<file path="config.mk">
export PLATFORM = sky130hd
export DESIGN_NAME = sprite_rom_arbiter_flat
export DESIGN_NICKNAME = d
export VERILOG_FILES = /design/src/rtl/sprite_rom_arbiter_if.sv /design/src/rtl/sprite_rom_arbiter.sv /design/src/flat_wrapper.sv
export SDC_FILE = /design/constraint.sdc
export NUM_CORES = 1
export LEC_CHECK = 0
export ABC_CLOCK_PERIOD_IN_PS = 4900
export CAP_MARGIN = 0
export CORE_UTILIZATION = 40
export CTS_CLUSTER_DIAMETER = 60
export DETAILED_ROUTE_END_ITERATION = 12
export GPL_TIMING_DRIVEN = 1
export PLACE_DENSITY_LB_ADDON = 0.2
export SETUP_SLACK_MARGIN = 0.3
export SLEW_MARGIN = 10
export SYNTH_ARGS = -nofsm -noshare
export SYNTH_HDL_FRONTEND = slang
export SYNTH_SLANG_ARGS = --single-unit
</file>
<file path="constraint.sdc">
create_clock -name vga_clk -period 4.9 [get_ports vga_clk]
set_input_delay 1.225 -clock vga_clk [delete_from_list [all_inputs] [get_ports vga_clk]]
set_output_delay 1.225 -clock vga_clk [all_outputs]
set_load 0.02 [all_outputs]
</file>
<file path="src/rtl/sprite_rom_arbiter_if.sv">
// Sprite ROM arbiter bus: requester handshake, ROM address/data and read return.
// master = draw engines + ROM side, slave = arbiter.
interface sprite_rom_arbiter_if #(
  parameter int NUM_REQ = 4,
  parameter int ADDR_W  = 9,
  parameter int DATA_W  = 3
);
  logic [NUM_REQ-1:0]        req;
  logic [NUM_REQ*ADDR_W-1:0] req_addr;
  logic [NUM_REQ-1:0]        req_lock;
  logic [NUM_REQ-1:0]        gnt;
  logic [ADDR_W-1:0]         rom_address;
  logic [DATA_W-1:0]         rom_q;
  logic [NUM_REQ-1:0]        rd_valid;
  logic [DATA_W-1:0]         rd_data;
  logic                      busy;

  modport master (
    output req, req_addr, req_lock, rom_q,
    input  gnt, rom_address, rd_valid, rd_data, busy
  );

  modport slave (
    input  req, req_addr, req_lock, rom_q,
    output gnt, rom_address, rd_valid, rd_data, busy
  );
endinterface

</file>
<file path="src/rtl/sprite_rom_arbiter.sv">
// Round-robin arbiter sharing one registered sprite ROM among NUM_REQ requesters.
// Ports: vga_clk, reset (sync, active-high), bus (slave modport: req/req_addr/
// req_lock/rom_q in; gnt/rom_address/rd_valid/rd_data/busy out).
// Optional: define SPRITE_ARB_PRIO0_EN to give requester 0 absolute priority in ARB.
module sprite_rom_arbiter #(
  parameter int NUM_REQ = 4,
  parameter int ADDR_W  = 9,
  parameter int DATA_W  = 3,
  parameter int ROM_LAT = 1
) (
  input logic                vga_clk,
  input logic                reset,
  sprite_rom_arbiter_if.slave bus
);

  localparam int IW = (NUM_REQ > 1) ? $clog2(NUM_REQ) : 1;

  typedef enum logic {
    ARB,
    LOCKED
  } state_e;

  state_e            state_q, state_d;
  logic [IW-1:0]     owner_q, owner_d;
  logic [IW-1:0]     rr_ptr_q, rr_ptr_d;
  logic [ADDR_W-1:0] addr_q, addr_d;

  logic              hit;
  logic [IW-1:0]     win;
  logic [NUM_REQ-1:0] gnt;

  logic [ROM_LAT-1:0] vld_q;
  logic [NUM_REQ-1:0] tag_q [ROM_LAT];

  function automatic logic [IW-1:0] inc(
    input logic [IW-1:0] v
  );
    inc = (v == IW'(NUM_REQ - 1)) ? '0 : v + 1'b1;
  endfunction

  // Winner select. Search order starts at rr_ptr and wraps.
  always_comb begin : pick
    int idx;
    hit = 1'b0;
    win = '0;
    idx = 0;
    if (!reset) begin
      if (state_q == LOCKED) begin
        hit = bus.req[owner_q];
        win = owner_q;
      end else begin
`ifdef SPRITE_ARB_PRIO0_EN
        if (bus.req[0]) begin
          hit = 1'b1;
          win = '0;
        end
`endif
        for (int k = 0; k < NUM_REQ; k++) begin
          idx = (int'(rr_ptr_q) + k) % NUM_REQ;
          if (!hit && bus.req[idx]) begin
            hit = 1'b1;
            win = IW'(idx);
          end
        end
      end
    end
    gnt = hit ? (NUM_REQ'(1) << win) : '0;
  end

  always_comb begin
    state_d  = state_q;
    owner_d  = owner_q;
    rr_ptr_d = rr_ptr_q;
    addr_d   = addr_q;
    if (hit) begin
      addr_d = bus.req_addr[int'(win)*ADDR_W +: ADDR_W];
    end
    unique case (state_q)
      ARB: begin
        if (hit) begin
`ifdef SPRITE_ARB_PRIO0_EN
          // Priority grants to 0 leave the rotation untouched.
          if (win != '0) rr_ptr_d = inc(win);
`else
          rr_ptr_d = inc(win);
`endif
          if (bus.req_lock[win]) begin
            state_d = LOCKED;
            owner_d = win;
          end
        end
      end
      LOCKED: begin
        if (!bus.req_lock[owner_q]) begin
          state_d  = ARB;
          rr_ptr_d = inc(owner_q);
        end
      end
      default: state_d = ARB;
    endcase
  end

  always_ff @(posedge vga_clk) begin
    if (reset) begin
      state_q  <= ARB;
      owner_q  <= '0;
      rr_ptr_q <= '0;
      addr_q   <= '0;
    end else begin
      state_q  <= state_d;
      owner_q  <= owner_d;
      rr_ptr_q <= rr_ptr_d;
      addr_q   <= addr_d;
    end
  end

  // Return tag pipeline, aligned with the ROM read latency.
  always_ff @(posedge vga_clk) begin
    if (reset) begin
      vld_q <= '0;
      for (int i = 0; i < ROM_LAT; i++) tag_q[i] <= '0;
    end else begin
      vld_q[0] <= hit;
      tag_q[0] <= gnt;
      for (int i = 1; i < ROM_LAT; i++) begin
        vld_q[i] <= vld_q[i-1];
        tag_q[i] <= tag_q[i-1];
      end
    end
  end

  assign bus.gnt         = gnt;
  assign bus.rom_address = addr_d;
  // Reads still in flight while reset is high are dropped, tail included.
  assign bus.rd_valid    = (vld_q[ROM_LAT-1] && !reset)
                         ? tag_q[ROM_LAT-1] : '0;
  assign bus.rd_data     = bus.rom_q;
  assign bus.busy        = (|vld_q) || (state_q == LOCKED);

endmodule

</file>
<file path="src/flat_wrapper.sv">
// flat-port wrapper written by rule: the top's interface ports become plain ports
module sprite_rom_arbiter_flat 
#(
  parameter int NUM_REQ = 4,
  parameter int ADDR_W  = 9,
  parameter int DATA_W  = 3,
  parameter int ROM_LAT = 1
)
  (vga_clk, reset, bus_req, bus_req_addr, bus_req_lock, bus_rom_q, bus_gnt, bus_rom_address, bus_rd_valid, bus_rd_data, bus_busy);
  sprite_rom_arbiter_if #(.NUM_REQ(NUM_REQ), .ADDR_W(ADDR_W), .DATA_W(DATA_W)) bus_i ();
  input logic vga_clk;
  input logic reset;
  input wire logic [$bits(bus_i.req)-1:0] bus_req;
  input wire logic [$bits(bus_i.req_addr)-1:0] bus_req_addr;
  input wire logic [$bits(bus_i.req_lock)-1:0] bus_req_lock;
  input wire logic [$bits(bus_i.rom_q)-1:0] bus_rom_q;
  output wire logic [$bits(bus_i.gnt)-1:0] bus_gnt;
  output wire logic [$bits(bus_i.rom_address)-1:0] bus_rom_address;
  output wire logic [$bits(bus_i.rd_valid)-1:0] bus_rd_valid;
  output wire logic [$bits(bus_i.rd_data)-1:0] bus_rd_data;
  output wire logic [$bits(bus_i.busy)-1:0] bus_busy;
  assign bus_i.req = bus_req;
  assign bus_i.req_addr = bus_req_addr;
  assign bus_i.req_lock = bus_req_lock;
  assign bus_i.rom_q = bus_rom_q;
  assign bus_gnt = bus_i.gnt;
  assign bus_rom_address = bus_i.rom_address;
  assign bus_rd_valid = bus_i.rd_valid;
  assign bus_rd_data = bus_i.rd_data;
  assign bus_busy = bus_i.busy;
  sprite_rom_arbiter #(.NUM_REQ(NUM_REQ), .ADDR_W(ADDR_W), .DATA_W(DATA_W), .ROM_LAT(ROM_LAT)) u_core (.vga_clk(vga_clk), .reset(reset), .bus(bus_i));
endmodule
</file>
==> impl_metrics.py <==
metrics = {
    "run_status": {
        "status": "finished, final reports clean",
    },
    "timing": {
        "tightest_slew_ns": 0.458,
        "fin_skew_ns": 0.0113,
        "tns_ns": 0,
        "grt_setup_unrepaired": "true",
        "fin_crit_sh_pct": 93.0,
        "drv_slew": 0,
        "max-slew-margin-rel_pct": 69.2,
        "hold_viol": 0,
        "worst_slack_ns": 0.343,
        "period_needed_ns": 4.56,
        "fmax_ghz": 0.219,
        "setup_viol": 0,
    },
    "placed_design": {
        "place_hpwl_mm": 2.97,
        "port-buffer-count": 63,
        "place.gp.congestion": 0.917,
        "pre_cts_slack_ns": -0.0142,
    },
    "clocking": {
        "cts.path.max_buffers": 2,
        "clock-root-buffer": "clkbuf_4",
        "h-tree-depth": 1,
        "numCtsBuffers": 3,
        "cts_setup_buffers": 0,
        "numClockSinks": 19,
        "cts_tree": "done",
        "clkTransAtPathRegs_ns": 0.11,
        "clk_latency_ns": 0.31,
    },
    "setup_path": {
        "r2r_slack_ns": 2.89,
        "crit_arrival_ns": 3.33,
        "crit_path_start_kind": "input port",
        "rr_endpoint": "u_core.addr_q[5]",
        "path_class": "input port to output pin",
        "cpPeakStageDelay_ns": 0.52,
        "reg2regPathDepth": 7,
        "end_kind": "output pin",
        "cp_max_fo": 9,
        "cpMaxStageDelayCell": "clkdlybuf4s50_1",
        "required_ns": 3.67,
        "r2r_start": "u_core.owner_q[1]",
        "path_cells": "clkdlybuf4s50_1 -> or2_2 -> nand4_2 -> a31oi_4 -> buf_4 -> inv_1 -> ha_1 -> and2_1 -> dlygate4sd2_1",
    },
    "logic_synthesis": {
        "syn_nets": 222,
        "ys_ff_latch": 19,
        "ys_types": 36,
        "synthArstFlopShare_pct": 0,
        "yosys_warnings": 0,
        "synth_top_cell_area_share_pct": 25.9,
        "synth_edf_count": 0,
        "syn-instance-count": 168,
        "syn_avg_cell_area_um2": 8.75,
        "synth_ff_type": "dfxtp_1",
        "synthTopCellsByArea": "dfxtp_1 (26%), mux2i_1 (16%), mux2_2 (7.7%), o21ai_1 (6.1%), nand2_1 (5.4%)",
        "ys_seq_area_share_pct": 25.9,
        "yosysTopAreaCell": "dfxtp_1",
        "synthesis.area_mm2": 0.00147,
    },
    "hold_path": {
        "hp-start": "u_core.addr_q[8]",
        "hold_depth": 2,
        "hold_end": "u_core.addr_q[8]",
        "hold_class": "flop to flop",
    },
    "flow_run": {
        "drv_cap": 0,
    },
    "global_routing": {
        "antenna_found_initial": 0,
        "grt_pass1_wl_mm": 6.41,
        "grt_pass1_vias": 1451,
        "grt_start_max_net_pins": 28,
        "grt_usage_pct": 20.3,
        "overflow": 0,
    },
    "layout": {
        "final_common_cell": "clkdlybuf4s50_1",
        "layout_common_cells": "clkdlybuf4s50_1 (49), mux2i_1 (23), nand2_1 (21)",
        "area_growth_pct": 43.1,
        "final_nets": 284,
        "nFillCells": 315,
        "drive_gt1_share_pct": 16.6,
        "diodes": 0,
    },
    "detailed_routing": {
        "drtIter0Drc": 89,
        "vias": 1426,
        "wl_met2_mm": 1.92,
        "wl_mm": 3.65,
        "viasPerCell": 5.19,
        "drtPass1Iterations": 4,
        "wl_per_cell_um": 13.3,
        "drt-met1-wl_mm": 1.50,
        "wl_met3_um": 205,
        "drc_errors": 0,
        "antenna_left": 0,
        "highest_layer": "met4",
    },
    "floorplanning": {
        "core_mm2": 0.00342,
        "dieArea_mm2": 0.00392,
        "io_pins": 70,
        "die_h_um": 62.6,
        "die_w_um": 62.6,
        "num_rows": 21,
        "initial_utilization_pct": 43.0,
    },
    "pwr": {
        "max-vdd-ir-drop_mv": 0.178,
        "power_leakage_nw": 0.840,
        "power_density_mw_per_mm2": 264,
    },
}
Yosys cell counts, types with 2 or more instances:
library cell and n:
mux2i_1 23, nand2_1 21, dfxtp_1 19, o21ai_1 18, and2_1 12, mux2_2 10, inv_1 6, o21ai_0 6
a21oi_1 5, ha_1 5, nor2_1 5, buf_4 4, nand2b_1 4, nor2b_1 3, a211oi_1 2, buf_12 2
clkbuf_1 2, mux4_2 2, or2_2 2
cell families (layout without fill, tap and decap cells):
kind of cell | count (synthesis) | after routing | synth area share, %
buf+inv | 18 | 79 | 8.42
simple gates | 53 | 53 | 18.5
compound gates | 38 | 38 | 16.6
mux | 35 | 35 | 26.4
flops | 19 | 19 | 25.9
fa+ha+maj | 5 | 5 | 4.26
final cells by class:
type	count	area [µm²]	area share (%)
tap	46	57.6	2.74
clock inverter	1	5.00	0.238
timing repair buffer	68	646	30.7
sequential	19	380	18.1
inverter	7	26.3	1.25
multi-input combinational	131	966	45.9
clock buffer	3	22.5	1.07
worst max-delay path, delay by kind of cell:
family,cells,cell delay [ns]
adders and majority gates,1,0.22
and+or+nand+nor,3,0.48
buffers and inverters,4,1.18
AOI/OAI and AO/OA,1,0.23
state kept, by name (all words and copies together) (netlist names):
signal	flops
u_core.state_q	1
u_core.addr_q	9
u_core.vld_q	1
u_core.owner_q	2
u_core.rr_ptr_q	2
u_core.tag_q	4
stage by stage:
| stage | cells | hold WS [ns] | power [mW] | cell area [µm²] | utilization, % |
|---|---|---|---|---|---|
| floorplan | 168 | 0.426 | 0.387 | 1470 | - |
| global placement | 271 | 0.432 | 0.487 | 2120 | 62.2 |
| detailed placement | 271 | 0.442 | 0.495 | 2120 | 62.2 |
| CTS | 275 | 0.456 | 0.566 | 2140 | 62.6 |
| global route | 275 | 0.483 | 0.598 | 2100 | 61.6 |
| finish | 275 | 0.453 | 0.556 | 2100 | 61.6 |
power breakdown:
part | internal [mW] | switching, mW
combinational | 0.136 | 0.137
clock | 0.0306 | 0.0536
sequential | 0.179 | 0.0198
repair_timing:
action / CTS / global route
hold buffers: 0 / 0
resized for setup: 15 / 17
hold endpoints to repair: 0 / 0
endpoints found under the setup margin: 13 / 11
metal layers:
layer	vias to the layer above	global-route usage, %
met5	-	0
met3	4	5.11
met4	0	4.36
met1	665	22.3
li1	711	-
met2	46	38.5
worst max path at each step:
stage	slack, ns	endpoint	cells past startpoint	from
detailed placement	-0.01	bus_rom_address[3]	9	bus_req[1]
global placement	0.07	bus_rom_address[4]	9	bus_req[1]
global route	0.25	bus_gnt[2]	9	bus_req[1]
CTS	0.27	bus_rom_address[3]	9	bus_req[1]
floorplan	0.96	bus_rom_address[1]	7	bus_req[1]
finish	0.34	bus_gnt[2]	9	bus_req[3]
Power figures use the tool's default switching activity.
